`src/rtl/vend_pkg.sv`:
```
// Shared types and helpers for the vending controller: FSM state encoding,
// coin codes, coin value lookup and bulk-discount arithmetic.
package vend_pkg;

    typedef enum logic [1:0] {
        ST_IDLE     = 2'b00,
        ST_SELECT   = 2'b01,
        ST_PAY      = 2'b10,
        ST_DISPENSE = 2'b11
    } vend_state_e;

    localparam logic [1:0] COIN_500  = 2'b00;
    localparam logic [1:0] COIN_1000 = 2'b01;
    localparam logic [1:0] COIN_2000 = 2'b10;
    localparam logic [1:0] COIN_5000 = 2'b11;

    // Coin value in 500-units.
    function automatic logic [3:0] coin_value(input logic [1:0] c);
        case (c)
            COIN_500:  return 4'd1;
            COIN_1000: return 4'd2;
            COIN_2000: return 4'd4;
            default:   return 4'd10;
        endcase
    endfunction

    function automatic logic [31:0] disc(input logic [31:0] total, input logic apply);
        return apply ? (total - (total / 32'd10)) : total;
    endfunction

endpackage

```
`src/rtl/vend_stock_bank.sv`:
```
// Per-product stock counters with restock-to-full, decrement by dispensed
// quantity, and low-stock flags.
module vend_stock_bank
    import vend_pkg::*;
#(
    parameter int N_PROD   = 8,
    parameter int STOCK_W  = 4,
    parameter int QTY_W    = 4,
    parameter int WARN_LVL = 5,
    parameter int SEL_W    = $clog2(N_PROD)
) (
    input  logic                              clock,
    input  logic                              CLR,
    input  logic                              load_i,
    input  logic [SEL_W-1:0]                  load_idx_i,
    input  logic                              dec_i,
    input  logic [SEL_W-1:0]                  dec_idx_i,
    input  logic [QTY_W-1:0]                  dec_amt_i,
    output logic [N_PROD-1:0][STOCK_W-1:0]    stock_o,
    output logic [N_PROD-1:0]                 warn_o
);

    logic [N_PROD-1:0][STOCK_W-1:0] stock_q;

    // Load and decrement never coincide: restock is IDLE-only, decrement is DISPENSE-only.
    always_ff @(posedge clock) begin
        if (CLR) begin
            for (int i = 0; i < N_PROD; i++) stock_q[i] <= '1;
        end else begin
            for (int i = 0; i < N_PROD; i++) begin
                if (load_i && (32'(load_idx_i) == i))
                    stock_q[i] <= '1;
                else if (dec_i && (32'(dec_idx_i) == i))
                    stock_q[i] <= stock_q[i] - STOCK_W'(dec_amt_i);
            end
        end
    end

    always_comb begin
        warn_o = '0;
        for (int i = 0; i < N_PROD; i++) warn_o[i] = (32'(stock_q[i]) < WARN_LVL);
    end

    assign stock_o = stock_q;

endmodule

```
`src/rtl/vending_ctrl_param.sv`:
```
// Vending controller top: order FSM, quantity counter, coin accumulator and
// registered dispense/change/error strobes around the stock bank.
module vending_ctrl_param
    import vend_pkg::*;
#(
    parameter int N_PROD   = 8,
    parameter int PRICE_W  = 8,
    parameter int QTY_W    = 4,
    parameter int STOCK_W  = 4,
    parameter int WARN_LVL = 5,
    parameter int DISC_QTY = 10,
    parameter int TOT_W    = 12,
    parameter int SEL_W    = $clog2(N_PROD)
) (
    input  logic                        clock,
    input  logic                        CLR,
    input  logic [SEL_W-1:0]            key,
    input  logic                        key_valid,
    input  logic                        add_prod,
    input  logic                        confirm,
    input  logic [1:0]                  coin,
    input  logic                        coin_valid,
    input  logic                        cancel,
    input  logic                        restock,
    input  logic [N_PROD*PRICE_W-1:0]   price_tbl,
    output logic [N_PROD-1:0]           release_prod,
    output logic [QTY_W-1:0]            release_qty,
    output logic [TOT_W-1:0]            change_units,
    output logic                        change_valid,
    output logic                        order_err,
    output logic [N_PROD-1:0]           warn_sig,
    output logic [TOT_W-1:0]            pay_due,
    output logic [1:0]                  state_o
);

    vend_state_e                 state_q, state_d;
    logic [SEL_W-1:0]            sel_q, sel_d;
    logic [QTY_W-1:0]            qty_q, qty_d;
    logic [TOT_W-1:0]            acc_q, acc_d;
    logic [TOT_W-1:0]            due_q, due_d;
    logic [TOT_W-1:0]            pay_due_q, pay_due_d;
    logic [N_PROD-1:0]           release_prod_q, release_prod_d;
    logic [QTY_W-1:0]            release_qty_q, release_qty_d;
    logic [TOT_W-1:0]            change_units_q, change_units_d;
    logic                        change_valid_q, change_valid_d;
    logic                        order_err_q, order_err_d;
    logic                        restock_en, dec_en;
    logic [N_PROD-1:0][STOCK_W-1:0] stock;
    logic [PRICE_W-1:0]          price;
    logic [TOT_W-1:0]            total, total_disc;
    logic [TOT_W:0]              acc_sum;
    logic [TOT_W-1:0]            acc_sat;
    logic                        key_ok;

    vend_stock_bank #(
        .N_PROD(N_PROD), .STOCK_W(STOCK_W), .QTY_W(QTY_W), .WARN_LVL(WARN_LVL), .SEL_W(SEL_W)
    ) u_stock (
        .clock(clock), .CLR(CLR),
        .load_i(restock_en), .load_idx_i(key),
        .dec_i(dec_en), .dec_idx_i(sel_q), .dec_amt_i(qty_q),
        .stock_o(stock), .warn_o(warn_sig)
    );

    assign key_ok     = (32'(key) < N_PROD);
    assign price      = price_tbl[sel_q*PRICE_W +: PRICE_W];
    assign total      = TOT_W'(price) * TOT_W'(qty_q);
    assign total_disc = TOT_W'(disc(32'(total), 32'(qty_q) >= DISC_QTY));
    assign acc_sum    = {1'b0, acc_q} + (TOT_W+1)'(coin_value(coin));
    assign acc_sat    = acc_sum[TOT_W] ? '1 : acc_sum[TOT_W-1:0];

    // Cancel has priority over every other action in SELECT and PAY; the coin of
    // the cancel cycle is dropped. The coin of the cycle that enters DISPENSE counts.
    always_comb begin
        state_d        = state_q;
        sel_d          = sel_q;
        qty_d          = qty_q;
        acc_d          = acc_q;
        due_d          = due_q;
        pay_due_d      = pay_due_q;
        release_prod_d = '0;
        release_qty_d  = '0;
        change_units_d = '0;
        change_valid_d = 1'b0;
        order_err_d    = 1'b0;
        restock_en     = 1'b0;
        dec_en         = 1'b0;
        case (state_q)
            ST_IDLE: begin
                pay_due_d  = '0;
                restock_en = restock && key_ok;
                if (key_valid) begin
                    if (key_ok && (stock[key] != '0)) begin
                        sel_d   = key;
                        qty_d   = QTY_W'(1);
                        state_d = ST_SELECT;
                    end else begin
                        order_err_d = 1'b1;
                    end
                end
            end
            ST_SELECT: begin
                if (cancel) begin
                    state_d        = ST_IDLE;
                    qty_d          = '0;
                    change_units_d = acc_q;
                    change_valid_d = (acc_q != '0);
                    acc_d          = '0;
                end else if (confirm) begin
                    if (32'(qty_q) <= 32'(stock[sel_q])) begin
                        due_d     = total_disc;
                        pay_due_d = total_disc;
                        state_d   = ST_PAY;
                    end else begin
                        order_err_d = 1'b1;
                    end
                end else if (add_prod && (qty_q != '1)) begin
                    qty_d = qty_q + 1'b1;
                end
            end
            ST_PAY: begin
                if (cancel) begin
                    state_d        = ST_IDLE;
                    qty_d          = '0;
                    acc_d          = '0;
                    pay_due_d      = '0;
                    change_units_d = acc_q;
                    change_valid_d = (acc_q != '0);
                end else begin
                    if (coin_valid) acc_d = acc_sat;
                    if (acc_q >= due_q) begin
                        state_d        = ST_DISPENSE;
                        pay_due_d      = '0;
                        release_prod_d = N_PROD'(1) << sel_q;
                        release_qty_d  = qty_q;
                        change_units_d = acc_d - due_q;
                        change_valid_d = (acc_d > due_q);
                    end
                end
            end
            ST_DISPENSE: begin
                dec_en  = 1'b1;
                acc_d   = '0;
                qty_d   = '0;
                due_d   = '0;
                state_d = ST_IDLE;
            end
            default: state_d = ST_IDLE;
        endcase
    end

    always_ff @(posedge clock) begin
        if (CLR) begin
            state_q        <= ST_IDLE;
            sel_q          <= '0;
            qty_q          <= '0;
            acc_q          <= '0;
            due_q          <= '0;
            pay_due_q      <= '0;
            release_prod_q <= '0;
            release_qty_q  <= '0;
            change_units_q <= '0;
            change_valid_q <= 1'b0;
            order_err_q    <= 1'b0;
        end else begin
            state_q        <= state_d;
            sel_q          <= sel_d;
            qty_q          <= qty_d;
            acc_q          <= acc_d;
            due_q          <= due_d;
            pay_due_q      <= pay_due_d;
            release_prod_q <= release_prod_d;
            release_qty_q  <= release_qty_d;
            change_units_q <= change_units_d;
            change_valid_q <= change_valid_d;
            order_err_q    <= order_err_d;
        end
    end

    assign release_prod = release_prod_q;
    assign release_qty  = release_qty_q;
    assign change_units = change_units_q;
    assign change_valid = change_valid_q;
    assign order_err    = order_err_q;
    assign pay_due      = pay_due_q;
    assign state_o      = state_q;

endmodule

```
`config.mk`:
```
export PLATFORM = sky130hd
export DESIGN_NAME = vending_ctrl_param
export DESIGN_NICKNAME = d
export VERILOG_FILES = /design/src/rtl/vend_pkg.sv /design/src/rtl/vend_stock_bank.sv /design/src/rtl/vending_ctrl_param.sv
export SDC_FILE = /design/constraint.sdc
export NUM_CORES = 1
export LEC_CHECK = 0
export CAP_MARGIN = 25
export CORE_AREA = 3 3 154 156
export DETAILED_ROUTE_END_ITERATION = 10
export DIE_AREA = 0 0 157 159
export MAX_ROUTING_LAYER = met4
export PLACE_DENSITY = 0.7
export REMOVE_ABC_BUFFERS = 1
export SYNTH_ARGS = -nofsm -noshare
export SYNTH_HDL_FRONTEND = slang
export SYNTH_SLANG_ARGS = --single-unit
```
`constraint.sdc`:
```
create_clock -name clock -period 12.8 [get_ports clock]
set_clock_uncertainty 0.2 [all_clocks]
set_input_delay 1.92 -clock clock [delete_from_list [all_inputs] [get_ports clock]]
set_output_delay 1.92 -clock clock [all_outputs]
set_load 0.05 [all_outputs]
```
==> Yosys cells after proc, flatten, opt, wreduce, memory -nomap -nowiden <==
Index checks and enable logic that the tools add are counted.
{ "op_classes": {"n_addsub": 12, "n_mul": 1, "div_mod_pow": 1, "n_lt_le_gt_ge": 14, "eq_ne": 32, "shift": 2, "muxes": 51, "bitwise_logic": 2, "n_reduce_logical": 41} }
{ "ops": {"columns": ["cell", "count"], "rows": [
  ["$mux 12", 15],
  ["$pmux 12 s3", 2],
  ["$shiftx 64x7->8", 1],
  ["$pmux 12 s2", 2],
  ["$div 12x4->32 const B", 1],
  ["$lt 4x3->1 const B", 8],
  ["$mux 4", 8],
  ["$sub 4x4->4", 8],
  ["$bmux 4 s3", 2],
  ["$eq 3x3->1 const B", 8],
  ["$sub 12x12->12", 2],
  ["$logic_and 1x1->1", 17],
  ["$pmux 4 s4", 1],
  ["$reduce_or 2->1", 8],
  ["$ne 3x3->1 const B", 5],
  ["$reduce_and 5->1", 3],
  ["$mux 2", 7],
  ["$ne 2x2->1 const B", 7],
  ["$add 12x4->13", 1],
  ["$eq 3x2->1 const B", 4],
  ["$ge 12x12->1", 1],
  ["$gt 12x12->1", 1],
  ["$mul 8x4->12", 1],
  ["$pmux 4 s3", 1],
  ["23 further kinds", 42]
]} }
{ "totals": {"ff_bits": 103, "input_bits": 77, "out_inout_bits": 48} }

==> Longest topological paths before layout <==
{ "logic_depth": {"depth_word": 11, "mapped_depth": 52, "mapped_depth_nobuf": 47} }

==> By module <==
A second synthesis with hierarchy kept.
{ "hier_totals": {"hier_cells": 1278, "area_unflattened_um2": 10528.8} }
{ "modules_own_cells": {"columns": ["mod", "instances", "cells_per_inst", "area_each_um2", "seq_area_each_um2"], "rows": [
  ["vending_ctrl_param", 1, 1036, 8325.5, 1421.4],
  ["vend_stock_bank", 1, 242, 2203.4, 640.6]
]} }

==> Worst setup path after synthesis <==
Ideal clock, no wire load.
{ "synth_timing": {"path_kind": "in2reg", "start": "input price_tbl[59]", "end": "register due_q[10]", "setup_ns": 0.128, "arrival_time_ns": 11.787, "required_ns": 12.472, "setup_slack_ns": 0.686, "stages": 47, "n_path_buf": 3, "cell_sequence": "mux4_2 mux2i_1 nor2b_1 fa_1 inv_1 fa_1 inv_1 ha_1 buf_6 a211o_1 a31oi_1 a211oi_1 nor3_2 buf_2 nand2_1 ha_1 nor2b_1 clkbuf_1 [... 11 more ...] and2_4 xnor2_1 a21oi_1 o2111ai_1 ha_1 inv_1 fa_1 a21o_1 a21o_1 a21o_1 a21oi_1 o21bai_1 a21oi_1 nor2b_1 nor4_1 xnor2_1 a22oi_1 nor2_1"} }
{ "synth_between": {"elab_chain_len": 9} }
{ "synth_rtl": {"columns": ["element", "line_no", "text"], "rows": [
  ["start: declaration", "vending_ctrl_param.sv:25", "input logic [N_PROD*PRICE_W-1:0] price_tbl,"],
  ["$shiftx 64x7->8 (*)", "vending_ctrl_param.sv:65", "assign price = price_tbl[sel_q*PRICE_W +: PRICE_W];"],
  ["$mul 8x4->12 (*)", "vending_ctrl_param.sv:66", "assign total = TOT_W'(price) * TOT_W'(qty_q);"],
  ["$div 12x4->32", "vend_pkg.sv:28", "return apply ? (total - (total / 32'd10)) : total;"],
  ["$sub 12x12->12", "vend_pkg.sv:28", null],
  ["$mux 12 (*)", "vend_pkg.sv:28", null],
  ["$mux 12 (*)", "vending_ctrl_param.sv:109", "if (32'(qty_q) <= 32'(stock[sel_q])) begin"],
  ["$mux 12 (*)", "vending_ctrl_param.sv:108", "end else if (confirm) begin"],
  ["$mux 12 (*)", "vending_ctrl_param.sv:102", "if (cancel) begin"],
  ["$pmux 12 s2 (*)", "vending_ctrl_param.sv:87", "case (state_q)"],
  ["end signal: assignment", "vending_ctrl_param.sv:169", "due_q <= due_d;"],
  ["end: declaration", "vending_ctrl_param.sv:40", "logic [TOT_W-1:0] due_q, due_d;"]
]} }
Mark *: on every way between the ends. The rest lies on a longest branch, timed or not. The select of a mux whose other input is x is not followed.
A chain may end at the register's enable or synchronous reset.

==> Worst setup path in the final report <==
{ "layout_timing": {"start": "input price_tbl[49]", "end": "register pay_due_q[10], in the netlist pay_due[10]"} }
{ "layout_between": {"elab_chain_len": 9} }
{ "layout_rtl": {"columns": ["element", "line_no", "text"], "rows": [
  ["$shiftx 64x7->8 (*)", "vending_ctrl_param.sv:65", null],
  ["$mul 8x4->12 (*)", "vending_ctrl_param.sv:66", null],
  ["$div 12x4->32", "vend_pkg.sv:28", null],
  ["$sub 12x12->12", "vend_pkg.sv:28", null],
  ["$mux 12 (*)", "vend_pkg.sv:28", null],
  ["$mux 12 (*)", "vending_ctrl_param.sv:109", null],
  ["$mux 12 (*)", "vending_ctrl_param.sv:108", null],
  ["$mux 12 (*)", "vending_ctrl_param.sv:102", null],
  ["$pmux 12 s3 (*)", "vending_ctrl_param.sv:87", null],
  ["end signal: assignment", "vending_ctrl_param.sv:170", "pay_due_q <= pay_due_d;"],
  ["end: declaration", "vending_ctrl_param.sv:41", "logic [TOT_W-1:0] pay_due_q, pay_due_d;"]
]} }
Marks and branches as above.

==> summary.txt <==
STA
  • Actual slew at the worst max-slew pin: around 1.0 ns
  • Slew Viols, Final: 0
  • F_max: a little over 80 MHz
  • Final hold vios: 0
  • TNS Setup: 0 ns
  • Setup Viol. Count Final: 0
  • Min Tclk post-route: about 12 ns
  • Max-slew headroom at the worst pin: 0.3055
  • Tcrit/Tclk final: 0.9521
  • Fin worst setup slack: ~0.6 ns

Hold path
  • Min-delay worst type: reg2reg
  • HP Start: u_stock.stock_o[0]
  • WHS Path Cells: 2
  • Hold EP: u_stock.stock_o[0]

Routing
  • Drc violations: 0
  • Pre-antenna DRT Iters: 6
  • Avg WL per Cell: roughly 17 um
  • Vias: between 9000 and 10000
  • DRT iter0 DRCs: between 600 and 700
  • Drt total wl: between 20000 and 30000 um
  • Vias per cell: 5.886
  • Post-route ant nets: 0

Floorplanning
  • Rows: between 50 and 60
  • Core area: between 20000 and 25000 um^2
  • I/O pin count: about 130
  • Die height: between 150 and 200 um
  • Initial Util: 0.4549
  • Full die area: between 20000 and 25000 um^2
  • Die X: 157 um

Worst setup path
  • CP max FO: 8
  • Crit-path slowest cell: fa_1
  • CP most frequent cell: fa_1
  • Setup CP Type: in2reg
  • Reg2reg path depth: between 40 and 50
  • FF-to-FF Start: sel_q[1]
  • Worst endpoint required time: between 10 and 15 ns
  • Worst Setup Start Kind: input port
  • Critical R2R Capture: pay_due[10]
  • Worst path top cell family by delay: compound AO/OA/AOI/OAI gates
  • Critical Path AT: roughly 12 ns
  • Worst Setup End Kind: flop
  • Register-to-register setup slack: between 1.5 and 2 ns
  • Crit path buffers/inverters: 3
  • CP peak stage delay: approximately 0.56 ns

Run
  • Max_cap viols: 0

Global routing
  • Overall Global Routing Usage: 0.2259
  • Vias in the first global route: between 9000 and 10000
  • Grt total ovfl: 0
  • Initial antenna violation count: 0
  • First-pass GRT wire length: around 46000 um
  • Largest net degree at the start of global routing: 60

Power
  • Leak: a little over 5 nW
  • VDD IR-drop max: between 0.06 and 0.07 mV
  • Power per cell area: 79.49 nW/um^2

Synth
  • Largest area contributor in the netlist: dfxtp_1
  • EDFF count, synth: 0
  • Post-synthesis sequential area ratio: 0.2014
  • Post-Synthesis Cells: 1270
  • Netlist cell types: 96
  • Syn avg cell area: roughly 8 um^2
  • FFs w/ async S/R, synth: 0
  • Share of the synthesized area in the top cell type: 0.2014
  • Ranking of synthesized cells by area: dfxtp_1 20%, ha_1 11%, mux4_2 5.5%, nor2_1 5.1%, fa_1 4.5%
  • Synth Warn #: 0
  • Top_reg_cell synth: dfxtp_1
  • Post-Syn Area: between 10000 and 15000 um^2
  • Seq cells post-synth: approximately 100

Place
  • Count of buffers from port buffering: about 120
  • Routability cong.: between 0.9 and 1
  • Post-DP HPWL: ~22000 um
  • Dpl cells: 1651
  • Setup WS pre-CTS: -0.2940 ns

Layout
  • Seq. cell area: 2063 um^2
  • Fraction of layout cells with a size suffix above 1: 0.1102
  • Final design utilization: 0.5496
  • Nets@finish: between 1500 and 2000
  • Footprint of the multi-input gates: ~7800 um^2
  • Fill cells: approximately 2100
  • Area delta synth->final: 20.80%
  • Non-Filler Instances: 1673
  • Ant diodes: 0

Clocking
  • CTS root buf: clkbuf_16
  • Skew-Pair Late Insertion Delay: between 0.3 and 0.4 ns
  • Hold Buf Count CTS: 0
  • CTS tree: done
  • CTS max path bufs: 2
  • Clk pin slew, worst setup/hold paths: 0.07 ns
  • # H-tree levels: 3
  • Clock sinks: between 100 and 150
  • Total CTS buffers: 9

Status
  • Status: completed
## layout by cell type, fill, tap and decap left out, drive strengths merged, types with 8 or more instances in the layout
cell type / Yosys / layout
nor2: 140 / 140
clkdlybuf4s50: 0 / 123
dfxtp: 103 / 103
nand2: 93 / 93
ha: 88 / 88
inv: 84 / 87
a21oi: 86 / 86
o21ai: 58 / 58
a22oi: 48 / 48
buf: 18 / 41
xnor2: 36 / 36
nand3: 36 / 36
a21o: 34 / 34
nor2b: 33 / 33
o211ai: 31 / 31
nor3: 30 / 30
nand2b: 27 / 27
mux4: 25 / 25
mux2i: 25 / 25
xor2: 24 / 24
fa: 23 / 23
a31oi: 17 / 17
nor4: 17 / 17
or3: 15 / 15
nand4: 11 / 11
clkbuf: 44 / 10
a211oi: 10 / 10
or2: 9 / 9
and3: 8 / 8
o31ai: 8 / 8
## kinds of logic after synthesis
| kind of cell | after synthesis | synth area share |
|---|---|---|
| buf+inv | 148 | 0.05769 |
| mux | 54 | 0.08543 |
| simple gates | 433 | 0.2077 |
| flops | 103 | 0.2014 |
| xor+xnor | 60 | 0.05133 |
| fa+ha+maj | 113 | 0.1546 |
| compound gates | 359 | 0.2419 |
## Yosys cell counts, drive strengths merged (10+ instances only)
library cell,instances
o211ai,31
fa,23
a21oi,86
or3,15
a211oi,10
dfxtp,103
nand4,11
a22oi,48
clkbuf,44
o21ai,58
buf,18
nand2,93
mux4,25
xnor2,36
a21o,34
ha,88
nor2b,33
xor2,24
nor2,140
nand3,36
a31oi,17
nand2b,27
nor4,17
nor3,30
inv,84
mux2i,25
## metal layers
metal / part of all wire / track usage / routed length, um
met5: 0 / - / 0
met4: 0.017 / 0.05611 / 488
met3: 0.047 / 0.03017 / 1320
met2: 0.48 / 0.3739 / 13550
met1: 0.45 / 0.2918 / 12690
## through the flow
step	total power, mW	hold WS, ns	area [um^2]
2_1_floorplan	0.5836	0.2529	9970
3_3_place_gp	0.6824	0.2663	11830
3_5_place_dp	0.6870	0.2730	11840
5_1_grt	1.037	0.3110	12370
6_report	0.9830	0.2868	12370
4_1_cts	0.9749	0.2886	12150
## power breakdown
part	internal [mW]	switching, mW	leakage (nW)
registers	0.324	0.00619	0.833
clock network	0.160	0.129	0.148
logic	0.162	0.202	4.07
total	0.646	0.337	5.05
## how the worst max path moves through the flow
stage	startpoint	to	slack (ns)	cells after the start
after floorplan	price_tbl[57]	pay_due[10]	-0.49	44
after global placement	price_tbl[58]	due_q[10]	-0.03	44
after detailed placement	price_tbl[58]	pay_due[10]	-0.29	44
after CTS	price_tbl[58]	pay_due[10]	0.07	44
after global routing	price_tbl[49]	pay_due[10]	-0.07	46
final	price_tbl[49]	pay_due[10]	0.61	46
## final cells by class
| class | instances | share of cell area |
|---|---|---|
| well taps | 285 | 0.02883 |
| repair buffers | 164 | 0.1242 |
| flip-flops and latches | 103 | 0.1668 |
| multi-input cells | 1019 | 0.6287 |
| clock inverters | 6 | 0.005969 |
| inverters | 86 | 0.02610 |
| clock buffers | 10 | 0.01932 |
## flip-flops by register name, summed over array words and instances (netlist names), 2 cells and up
name             cells
change_units        12
acc_q               12
release_qty          4
qty_q                4
sel_q                3
release_prod         8
due_q               12
pay_due             12
state_o              2
u_stock.stock_o     32
## repair_timing
| item | in CTS | in global routing |
|---|---|---|
| buffers inserted | 0 | 5 |
| resized for setup | 0 | 38 |
| endpoints found under the setup margin | 0 | 12 |
| endpoints found under the hold margin | 0 | 0 |
## tightest hold or removal path, delay by kind of cell (launching register included)
family / cells / cell delay (ns)
AOI/OAI and AO/OA: 1 / 0.07
DFF: 1 / 0.33
and+or+nand+nor: 1 / 0.05
Power figures use the tool's default switching activity.
